`config.mk`:
```
export PLATFORM = sky130hd
export DESIGN_NAME = uart_tx
export DESIGN_NICKNAME = d
export VERILOG_FILES = /design/src/rtl/uart_pkg.sv /design/src/rtl/counter_nbit.sv /design/src/rtl/uart_tx.sv
export SDC_FILE = /design/constraint.sdc
export NUM_CORES = 1
export LEC_CHECK = 0
export BUFFER_PORTS_ARGS = -buffer_cell sky130_fd_sc_hd__buf_2
export CORE_ASPECT_RATIO = 1.75
export CORE_MARGIN = 5
export CORE_UTILIZATION = 52
export CTS_CLUSTER_DIAMETER = 50
export CTS_CLUSTER_SIZE = 28
export DETAILED_ROUTE_END_ITERATION = 16
export GPL_ROUTABILITY_DRIVEN = 0
export GPL_TIMING_DRIVEN = 0
export PLACE_DENSITY_LB_ADDON = 0.3
export REMOVE_ABC_BUFFERS = 1
export SYNTH_ARGS = -nofsm -noshare
export SYNTH_HDL_FRONTEND = slang
export SYNTH_HIERARCHICAL = 1
export SYNTH_SLANG_ARGS = --single-unit
```
`constraint.sdc`:
```
create_clock -name sysclk -period 1.8 [get_ports sysclk]
set_input_delay 0.36 -clock sysclk [delete_from_list [all_inputs] [get_ports sysclk]]
set_output_delay 0.36 -clock sysclk [all_outputs]
set_load 0.03 [all_outputs]
```
`src/rtl/uart_pkg.sv`:
```
`default_nettype none
// ============================================================================
// Module      : uart_pkg
// Description : Shared state encodings and default frame parameters for the
//               UART transmitter.
// Revision    : 1.0 - initial release
// ============================================================================
package uart_pkg;

    typedef logic [1:0] tx_state_t;

    localparam tx_state_t ST_IDLE  = 2'd0;
    localparam tx_state_t ST_START = 2'd1;
    localparam tx_state_t ST_DATA  = 2'd2;
    localparam tx_state_t ST_STOP  = 2'd3;

    localparam int DEFAULT_DATA_BITS    = 8;
    localparam int DEFAULT_CLKS_PER_BIT = 16;

endpackage
`default_nettype wire

```
`src/rtl/counter_nbit.sv`:
```
`default_nettype none
// ============================================================================
// Module      : counter_nbit
// Description : N-bit up counter with synchronous clear and increment enable.
//               Clear has priority over increment.
// Revision    : 1.0 - initial release
// ============================================================================
module counter_nbit #(
    parameter int WIDTH = 4
) (
    input  logic             clk,
    input  logic             rst_n,
    input  logic             clear,
    input  logic             inc,
    output logic [WIDTH-1:0] count
);

    // Count register: clear wins, otherwise step by one when enabled
    always_ff @(posedge clk or negedge rst_n) begin
        if (!rst_n) begin
            count <= '0;
        end else if (clear) begin
            count <= '0;
        end else if (inc) begin
            count <= count + WIDTH'(1);
        end
    end

endmodule
`default_nettype wire

```
`src/rtl/uart_tx.sv`:
```
`default_nettype none
// ============================================================================
// Module      : uart_tx
// Description : Double-buffered UART transmitter. The host writes a byte into
//               the holding register (TDR); the state machine moves it into
//               the shift register (TSR) and sends start, data (LSB first)
//               and stop bits on txd. A byte waiting in TDR at the end of a
//               stop cell is started immediately, so frames go back to back.
// Revision    : 1.0 - initial release
// ============================================================================
module uart_tx
    import uart_pkg::*;
#(
    parameter int DATA_BITS             = DEFAULT_DATA_BITS,
    parameter int CLKS_PER_BIT          = DEFAULT_CLKS_PER_BIT,
    parameter int BIT_CELL_COUNTER_BITS = 4,
    parameter int SENT_BIT_COUNTER_BITS = 4
) (
    input  logic                 sysclk,
    input  logic                 rst_n,
    input  logic [DATA_BITS-1:0] TDR_in,
    input  logic                 load_TDRH,
    output logic                 txd,
    output logic                 tdreH,
    output logic                 tx_busyH
);

    localparam logic [BIT_CELL_COUNTER_BITS-1:0] CELL_LAST =
        BIT_CELL_COUNTER_BITS'(CLKS_PER_BIT - 1);
    // The sent-bit counter includes the start cell, so the last data cell
    // ends when it reads DATA_BITS.
    localparam logic [SENT_BIT_COUNTER_BITS-1:0] SENT_LAST =
        SENT_BIT_COUNTER_BITS'(DATA_BITS);

    tx_state_t                        state;
    logic [DATA_BITS-1:0]             tdr;
    logic [DATA_BITS-1:0]             tsr;
    logic [BIT_CELL_COUNTER_BITS-1:0] cell_count;
    logic [SENT_BIT_COUNTER_BITS-1:0] sent_count;

    logic cell_end;
    logic transfer;
    logic cell_clear;
    logic sent_clear;
    logic sent_inc;

    // Cell timing and the TDR->TSR hand-off condition
    always_comb begin
        cell_end   = (cell_count == CELL_LAST);
        transfer   = !tdreH && ((state == ST_IDLE) ||
                                ((state == ST_STOP) && cell_end));
        cell_clear = (state == ST_IDLE) || cell_end;
        sent_clear = (state == ST_IDLE) || ((state == ST_STOP) && cell_end);
        sent_inc   = cell_end && ((state == ST_START) || (state == ST_DATA));
    end

    counter_nbit #(
        .WIDTH (BIT_CELL_COUNTER_BITS)
    ) u_cell_counter (
        .clk   (sysclk),
        .rst_n (rst_n),
        .clear (cell_clear),
        .inc   (1'b1),
        .count (cell_count)
    );

    counter_nbit #(
        .WIDTH (SENT_BIT_COUNTER_BITS)
    ) u_sent_counter (
        .clk   (sysclk),
        .rst_n (rst_n),
        .clear (sent_clear),
        .inc   (sent_inc),
        .count (sent_count)
    );

    // Holding register: accept a write only while empty, refill flag on hand-off
    always_ff @(posedge sysclk or negedge rst_n) begin
        if (!rst_n) begin
            tdr   <= '0;
            tdreH <= 1'b1;
        end else if (load_TDRH && tdreH) begin
            tdr   <= TDR_in;
            tdreH <= 1'b0;
        end else if (transfer) begin
            tdreH <= 1'b1;
        end
    end

    // Frame sequencer driving registered txd, busy flag and the shift register
    always_ff @(posedge sysclk or negedge rst_n) begin
        if (!rst_n) begin
            state    <= ST_IDLE;
            tsr      <= '0;
            txd      <= 1'b1;
            tx_busyH <= 1'b0;
        end else begin
            case (state)
                ST_IDLE: begin
                    txd      <= 1'b1;
                    tx_busyH <= 1'b0;
                    if (transfer) begin
                        tsr      <= tdr;
                        txd      <= 1'b0;
                        tx_busyH <= 1'b1;
                        state    <= ST_START;
                    end
                end
                ST_START: begin
                    if (cell_end) begin
                        txd   <= tsr[0];
                        tsr   <= tsr >> 1;
                        state <= ST_DATA;
                    end
                end
                ST_DATA: begin
                    if (cell_end) begin
                        if (sent_count == SENT_LAST) begin
                            txd   <= 1'b1;
                            state <= ST_STOP;
                        end else begin
                            txd <= tsr[0];
                            tsr <= tsr >> 1;
                        end
                    end
                end
                ST_STOP: begin
                    if (cell_end) begin
                        if (transfer) begin
                            tsr   <= tdr;
                            txd   <= 1'b0;
                            state <= ST_START;
                        end else begin
                            tx_busyH <= 1'b0;
                            state    <= ST_IDLE;
                        end
                    end
                end
                default: begin
                    state <= ST_IDLE;
                end
            endcase
        end
    end

endmodule
`default_nettype wire

```
==> results of run 1 <==
[flip-flops by register name, indices dropped and copies added (netlist names)]
name / cells
tsr: 8
txd: 1
u_sent_counter/count: 4
tdreH: 1
state: 2
tdr: 8
tx_busyH: 1
u_cell_counter/count: 4
[cell usage in the layout, fill, tap and decap left out, drive strengths merged, types with 2 or more instances in the layout]
cell type / instances
buf: 23
nand2: 4
conb: 5
inv: 3
nor2b: 4
mux2: 25
mux2i: 2
o21ai: 4
dfstp: 2
nand4: 3
xnor2: 2
a21oi: 7
nand3b: 2
ha: 7
a21bo: 2
clkbuf: 7
dfrtp: 27
nor2: 10
and2: 3
[layer usage]
layer  part of all wire (%)  GRT usage (%)  wire length [um]
met1                     39           18.7              1210
met2                     54           28.9              1700
met3                    4.5           3.27               141
met4                    2.8           8.09                89
met5                      0              0                 0
[cell families (layout without fill, tap and decap cells)]
family                     Yosys count  after routing
xor gates and xnor gates             2              2
and+or+nand+nor                     32             32
muxes                               27             27
adders and majority gates            7              7
AOI/OAI and AO/OA                   22             22
DFF                                 29             29
other                                1              5
buffers and inverters                6             34
[report_power, final]
part,internal (W),switching (W)
combinational,0.00129,0.000947
clock,0.000345,0.000244
sequential,0.000960,0.000241
[cell type report]
type | instances | area, um^2
multi-input combinational | 95 | 877
clock inverter | 1 | 5.00
fill | 211 | 978
timing repair buffer | 23 | 156
tap | 28 | 35.0
clock buffer | 7 | 96.3
inverter | 3 | 16.3
sequential | 29 | 731
[repair_timing]
action / CTS / global route
pin swaps: 3 / 3
resized for setup: 13 / 9
endpoints found under the hold margin: 0 / 0
setup endpoints to repair: 10 / 10
setup buffers: 4 / 6
[path summary, 6_finish.rpt]
check	to	slack, ns	cells after the start
setup / recovery	tsr[3]	0.02	6
hold / removal	u_cell_counter/count[3]	0.09	1
setup reg to reg	tsr[3]	0.02	6
hold reg to reg	tdr[0]	0.50	1
max in group asynchronous	state[0]	1.25	1
min in group sysclk	tdr[5]	0.31	2
[stage by stage]
step / hold slack, ns / setup TNS, ns / power [W] / instances / setup WS [ns]
2_1_floorplan: 0.0644 / -0.259 / 0.00250 / 127 / -0.0370
3_3_place_gp: 0.412 / -1.53 / 0.00275 / 168 / -0.205
3_5_place_dp: 0.418 / -1.98 / 0.00284 / 168 / -0.258
4_1_cts: 0.118 / 0 / 0.00376 / 180 / 0.0196
5_1_grt: 0.146 / -0.106 / 0.00427 / 186 / -0.0219
6_report: 0.0886 / 0 / 0.00403 / 186 / 0.0203
[worst max-delay path, delay by kind of cell, from the launching register on]
family | cells | cell delay, ns
multiplexers | 1 | 0.30
AND/OR/NAND/NOR | 2 | 0.20
buffers and inverters | 1 | 0.15
flip-flops | 1 | 0.46
AO/OA/AOI/OAI | 1 | 0.34
adder cells (fa/ha/maj) | 1 | 0.20
==> results.toml, run 1 <==
[outcome]
status = "completed"

[sta]
fmax_mhz = 562
rsz0062_at_grt = "true"
final.period_utilization_pct = 98.9
finalSetupViolCount = 0
tightestPinTransition_ns = 0.629
relSlewSlack_pct = 58.1
fin_worst_skew_ns = 0.00778
hold_viol = 0
final_max_slew_viol_count = 0
layout_min_cycle_time_ns = 1.78

[worst_setup_path]
crit_slowest_cell = "dfrtp_2"
r2r-start = "state[1]"
crit_start = "state[1]"
worstPathRequired_ns = 1.96
cp-start-kind = "register"
cp_max_fo = 7
critical_path.cell_chain = "ha_4, nor2b_4, o32ai_4, nor2_4, buf_12, mux2_4"
crit_path_end_kind = "register"
cp.arrival_ns = 1.94
worst_path_largest_cell_delay_ns = 0.46
path_class = "register to register"

[synth]
async_flop_share_pct = 100
syn-cell-area_mm2 = 0.00154
synth_cells = 126
synth_xor_area_share_pct = 1.14
synth_top_family_by_area = "multiplexers"
synth_edf_count = 0
netlist.area_leader.share_pct = 44.0
synthMuxAreaShare_pct = 21.8
ys.flop_type = "dfrtp_1"
ys_warn_count = 6
yosys.area.top_type = "dfrtp_1"
synth_adder_area_share_pct = 5.70
synthTopCellsByCount = "27 x dfrtp_1, 15 x mux2_2, 9 x mux2_4, 9 x nor2_1"
yosysMostFrequentCell = "dfrtp_1"
synth_cell_type_count = 40
synth_compound_area_share_pct = 9.94
syn_avg_cell_area_um2 = 12.2
netlist_top_cells_area = "dfrtp_1 44%, mux2_2 11%, mux2_4 8.8%"
synth_seq_area_share_pct = 47.4
synth-seq-cells = 29
synthSimpleGateAreaFrac_pct = 11.9

[pwr]
irDropWorstVdd_uv = 1370
power.density_mw_per_mm2 = 2100
leakage_nw = 0.878

[job]
maxCapViolCount = 0

[floorplan]
dieArea_mm2 = 0.00418
die_y_um = 81.9
ios = 14
die_w_um = 51.1
start_util_pct = 53.0
rows = 26
core-area_mm2 = 0.00290

[cells_and_area]
final_util_pct = 66.2
postLayoutCellArea_mm2 = 0.00192
antenna_cells = 0
nets = 175
drive_gt1_share_pct = 47.5
area_delta_synth_final_pct = 24.9

[clocking]
root_buffer = "clkbuf_8"
cts_tree = "built"
htreeDepth = 2
clkTransAtPathRegs_ns = 0.07
insertion_delay_ns = 0.28
postCtsHoldBufs = 0
cts.path.max_buffers = 2
cts_sinks = 29
numCtsBuffers = 5

[hold_path]
hold_class = "input pin to asynchronous set/reset pin"

[routing]
post_drt_wl_per_cell_um = 16.9
drtPass1Iterations = 4
routed_wl_um = 3150
via_per_inst = 5.74
vias = 1068
drtAntennaViolNets = 0
post-route-drc-count = 0
drt_iter0_markers = 34

[place]
dp_hpwl_um = 2050
portBuffers = 13
place_area_mm2 = 0.00163

[global_route]
grt_remaining_overflow = 0
track_usage_pct = 16.5
antenna_found_initial = 0
grt_max_degree = 30
grt_pass1_wl_um = 5080
grt_pass1_vias = 1094
(Power assumes the default switching activity.)
==> inputs of run 2 (changes only) <==
--- a/config.mk
+++ b/config.mk
@@ -15,7 +15,6 @@
 export GPL_ROUTABILITY_DRIVEN = 0
 export GPL_TIMING_DRIVEN = 0
 export PLACE_DENSITY_LB_ADDON = 0.3
-export REMOVE_ABC_BUFFERS = 1
 export SYNTH_ARGS = -nofsm -noshare
 export SYNTH_HDL_FRONTEND = slang
 export SYNTH_HIERARCHICAL = 1
==> results.toml, run 2 (synthesis gave the netlist of run 1 again) <==
[routing]
post_drt_wl_per_cell_um = 17.4
vias = 1056
routed_wl_um = 3200
post-route-drc-count = 0
drtPass1Iterations = 4
drt_iter0_markers = 16
via_per_inst = 5.74
drtAntennaViolNets = 0

[place]
dp_cells = 171
portBuffers = 13
dp_hpwl_um = 2130

[worst_setup_path]
cp-start-kind = "register"
cp.arrival_ns = 1.93
rr_worst_depth = 7
worst_path_largest_cell_delay_ns = 0.45
worstPathRequired_ns = 1.97
crit_slowest_cell = "dfrtp_2"
cp_max_fo = 7
regToRegSetupSlack_ns = 0.04
path_class = "register to register"
r2r-start = "state[1]"
timing.rr.end = "tsr[5]"
critical_path.cell_chain = "inv_4, ha_4, nor2b_4, o32ai_4, nor2_4, buf_12, mux2_4"
crit_path_end_kind = "register"

[pwr]
leakage_nw = 0.860
power.density_mw_per_mm2 = 2050
irDropWorstVdd_uv = 1060
finalPower_w = 0.00387

[global_route]
antenna_found_initial = 0
grt_remaining_overflow = 0
grt_max_degree = 30
track_usage_pct = 17.9
grt_pass1_wl_um = 5310
grt_pass1_vias = 1134

[floorplan]
die_y_um = 81.9
start_util_pct = 53.0
dieArea_mm2 = 0.00418
core-area_mm2 = 0.00290
die_w_um = 51.1
ios = 14
rows = 26

[sta]
fin_worst_skew_ns = 0.00794
tightestPinTransition_ns = 0.646
holdWs_ns = 0.0884
fmax_mhz = 567
hold_viol = 0
finalSetupViolCount = 0
final_max_slew_viol_count = 0
setup_tns_ns = 0
relSlewSlack_pct = 56.9
final.period_utilization_pct = 97.9
layout_min_cycle_time_ns = 1.76

[hold_path]
hold_class = "input pin to asynchronous set/reset pin"

[cells_and_area]
antenna_cells = 0
reg_top3 = "tdr: 8 flops, tsr: 8 flops"
stdcell_count = 184
area_delta_synth_final_pct = 22.7
final_cell_mix = "25 x dfrtp_1, 15 x mux2_2, 14 x buf_2"
drive_gt1_share_pct = 47.4
layout_commonest_cell = "dfrtp_1"
nets = 173

[job]
maxCapViolCount = 0

[clocking]
cts_tree = "built"
numCtsBuffers = 5
insertion_delay_ns = 0.29
cts_sinks = 29
clkTransAtPathRegs_ns = 0.07
htreeDepth = 2
postCtsHoldBufs = 0
root_buffer = "clkbuf_8"
cts.path.max_buffers = 2

[outcome]
status = "completed"
[run 2: cell count changes in the layout (fill, tap and decap cells not counted), sizes merged]
cell / delta
buf: -3
clkbuf: -1
clkinv: +1
clkinvlp: +1
[run 2: layout make-up]
type	instances	area, um^2
Clock inverter	3	17.5
Inverter	3	16.3
Timing Repair Buffer	18	115
Clock buffer	5	68.8
Tap cell	28	35.0
Sequential cell	29	731
Buffer	3	26.3
Fill cell	232	1010
Multi-Input combinational cell	95	875
[run 2: routing by layer]
layer / global-route usage (%) / vias to the layer above / wire length [um]
met5: 0 / - / 0
met3: 5.26 / 16 / 123
met4: 14.0 / 0 / 171
met2: 29.5 / 25 / 1750
met1: 18.6 / 512 / 1160
li1: - / 503 / -
[run 2: stage by stage]
step / setup slack (ns) / utilization, % / area (um^2)
after floorplan: 0.0438 / - / 1550
after global placement: -0.108 / 57.0 / 1650
after detailed placement: -0.177 / 57.0 / 1650
after CTS: 0.0232 / 62.8 / 1820
after global routing: -0.00376 / 65.1 / 1880
final: 0.0371 / 65.1 / 1880
[run 2: critical path, delay by kind of cell, from the launching register on]
| kind | cells | cell delay [ns] |
|---|---|---|
| DFF | 1 | 0.45 |
| buffers and inverters | 2 | 0.22 |
| AOI/OAI and AO/OA | 1 | 0.31 |
| and+or+nand+nor | 2 | 0.21 |
| muxes | 1 | 0.29 |
| adders and majority gates | 1 | 0.18 |
[run 2: what timing repair did]
| item | CTS | global route |
|---|---|---|
| setup buffers | 3 | 2 |
| hold endpoints to repair | 0 | 0 |
| pin swaps | 3 | 2 |
| endpoints found under the setup margin | 8 | 9 |
| resized for setup | 12 | 12 |
[run 2: power breakdown]
part	switching (W)	internal, W
logic	0.000940	0.00122
registers	0.000212	0.000958
clock network	0.000272	0.000266
[run 2: how the worst max path moves through the flow]
stage	cells after the start	from	slack, ns	endpoint
after floorplan	6	state[0]	0.04	tsr[0]
after global placement	6	state[0]	-0.11	tsr[4]
after detailed placement	6	state[0]	-0.18	tsr[3]
after CTS	5	state[1]	0.02	tsr[5]
after global routing	7	state[1]	-0.004	tsr[5]
final	7	state[1]	0.04	tsr[5]
==> inputs of run 3 (changes only) <==
--- a/config.mk
+++ b/config.mk
@@ -6,9 +6,11 @@
 export NUM_CORES = 1
 export LEC_CHECK = 0
 export BUFFER_PORTS_ARGS = -buffer_cell sky130_fd_sc_hd__buf_2
+export CELL_PAD_IN_SITES_DETAIL_PLACEMENT = 2
+export CELL_PAD_IN_SITES_GLOBAL_PLACEMENT = 2
 export CORE_ASPECT_RATIO = 1.75
 export CORE_MARGIN = 5
-export CORE_UTILIZATION = 52
+export CORE_UTILIZATION = 36
 export CTS_CLUSTER_DIAMETER = 50
 export CTS_CLUSTER_SIZE = 28
 export DETAILED_ROUTE_END_ITERATION = 16
==> results.toml, run 3 (synthesis gave the netlist of run 1 again) <==
[outcome]
status = "completed"

[worst_setup_path]
crit_slowest_cell = "dfrtp_2"
worst_path_largest_cell_delay_ns = 0.46
crit_buf_inv = 1
cp.arrival_ns = 1.95
path_class = "register to register"
critical_path.cell_chain = "ha_4, nor2b_2, o32ai_4, nor2_4, buf_12, mux2_4"
cp-start-kind = "register"
crit_path_end_kind = "register"
cp_max_fo = 7
r2r-start = "state[0]"
cp_top_family = "flip-flops"
worstPathRequired_ns = 1.97
crit_start = "state[0]"

[place]
pre_cts_ws_ns = -0.241
place_area_mm2 = 0.00168
dp_hpwl_um = 2810
portBuffers = 13

[sta]
fmax_mhz = 561
fin_worst_skew_ns = 0.00434
relSlewSlack_pct = 54.5
tightestPinTransition_ns = 0.683
final_max_slew_viol_count = 0
setup_slack_ns = 0.0178
finalSetupViolCount = 0
final.period_utilization_pct = 99.0
holdWs_ns = 0.114
rsz0062_at_grt = "true"
layout_min_cycle_time_ns = 1.78
hold_viol = 0
setup_tns_ns = 0

[routing]
post_drt_wl_per_cell_um = 19.8
vias = 1108
via_per_inst = 5.38
drtPass1Iterations = 4
routed_wl_um = 4080
drt_iter0_markers = 18
drtAntennaViolNets = 0
post-route-drc-count = 0

[floorplan]
core-area_mm2 = 0.00415
die_w_um = 59.4
die_y_um = 96.4
ios = 14
rows = 31
start_util_pct = 37.0
dieArea_mm2 = 0.00572

[cells_and_area]
nets = 174
final_cell_mix = "25 x dfrtp_1, 15 x mux2_2, 14 x buf_2"
drive_gt1_share_pct = 47.1
antenna_cells = 0
fill_cells = 426
reg_top3 = "tdr: 8 flops, tsr: 8 flops"
area_delta_synth_final_pct = 27.6
layout_commonest_cell = "dfrtp_1"
final_util_pct = 47.2
postLayoutCellArea_mm2 = 0.00196

[global_route]
grt_pass1_vias = 1318
track_usage_pct = 16.2
grt_pass1_wl_um = 6620
antenna_found_initial = 0
grt_max_degree = 30
grt_remaining_overflow = 0

[clocking]
cts_sinks = 29
postCtsHoldBufs = 0
clkTransAtPathRegs_ns = 0.06
cts.path.max_buffers = 2
cts_tree = "built"
root_buffer = "clkbuf_8"
htreeDepth = 2
insertion_delay_ns = 0.29
numCtsBuffers = 5

[hold_path]
hold_class = "input pin to asynchronous set/reset pin"

[pwr]
power.density_mw_per_mm2 = 2130
leakage_nw = 0.883
irDropWorstVdd_uv = 1020

[job]
maxCapViolCount = 0
run 3: path summary, 6_finish.rpt:
kind / end / slack [ns] / cells past startpoint
max: tsr[3] / 0.02 / 6
min: tdr[7] / 0.11 / 1
max reg2reg: tsr[3] / 0.02 / 6
min reg2reg: tsr[1] / 0.51 / 1
max in group asynchronous: state[1] / 1.21 / 1
min in group sysclk: tdr[2] / 0.31 / 2
run 3: per-stage QoR:
step	cells	power, W
after CTS	204	0.00414
final	206	0.00418
after floorplan	130	0.00252
after global placement	192	0.00283
after detailed placement	192	0.00299
after global routing	206	0.00446
run 3: timing repair:
item / CTS / global route
resized for setup: 19 / 6
endpoints found under the setup margin: 12 / 9
endpoints found under the hold margin: 0 / 0
setup buffers: 4 / 2
pin swaps: 3 / 2
run 3: layout make-up:
type | count | area (um^2) | share of cell area (%)
multi-input combinational | 95 | 885 | 45.1
sequential | 29 | 731 | 37.3
timing repair buffer | 19 | 126 | 6.45
clock buffer | 7 | 86.3 | 4.41
tap | 49 | 61.3 | 3.13
clock inverter | 1 | 30.0 | 1.53
buffer | 3 | 26.3 | 1.34
inverter | 3 | 13.8 | 0.702
run 3: where the power goes:
part	switching, W	leakage, nW	internal, W
combinational	0.00104	0.470	0.00126
clock	0.000251	0.0585	0.000451
sequential	0.000222	0.354	0.000959
total	0.00151	0.883	0.00267
run 3: layer usage:
layer | up-vias | wire length [um] | track usage, %
li1 | 507 | - | -
met1 | 575 | 1430 | 15.6
met2 | 20 | 2440 | 31.7
met3 | 6 | 149 | 3.72
met4 | 0 | 58 | 6.24
met5 | - | 0 | 0
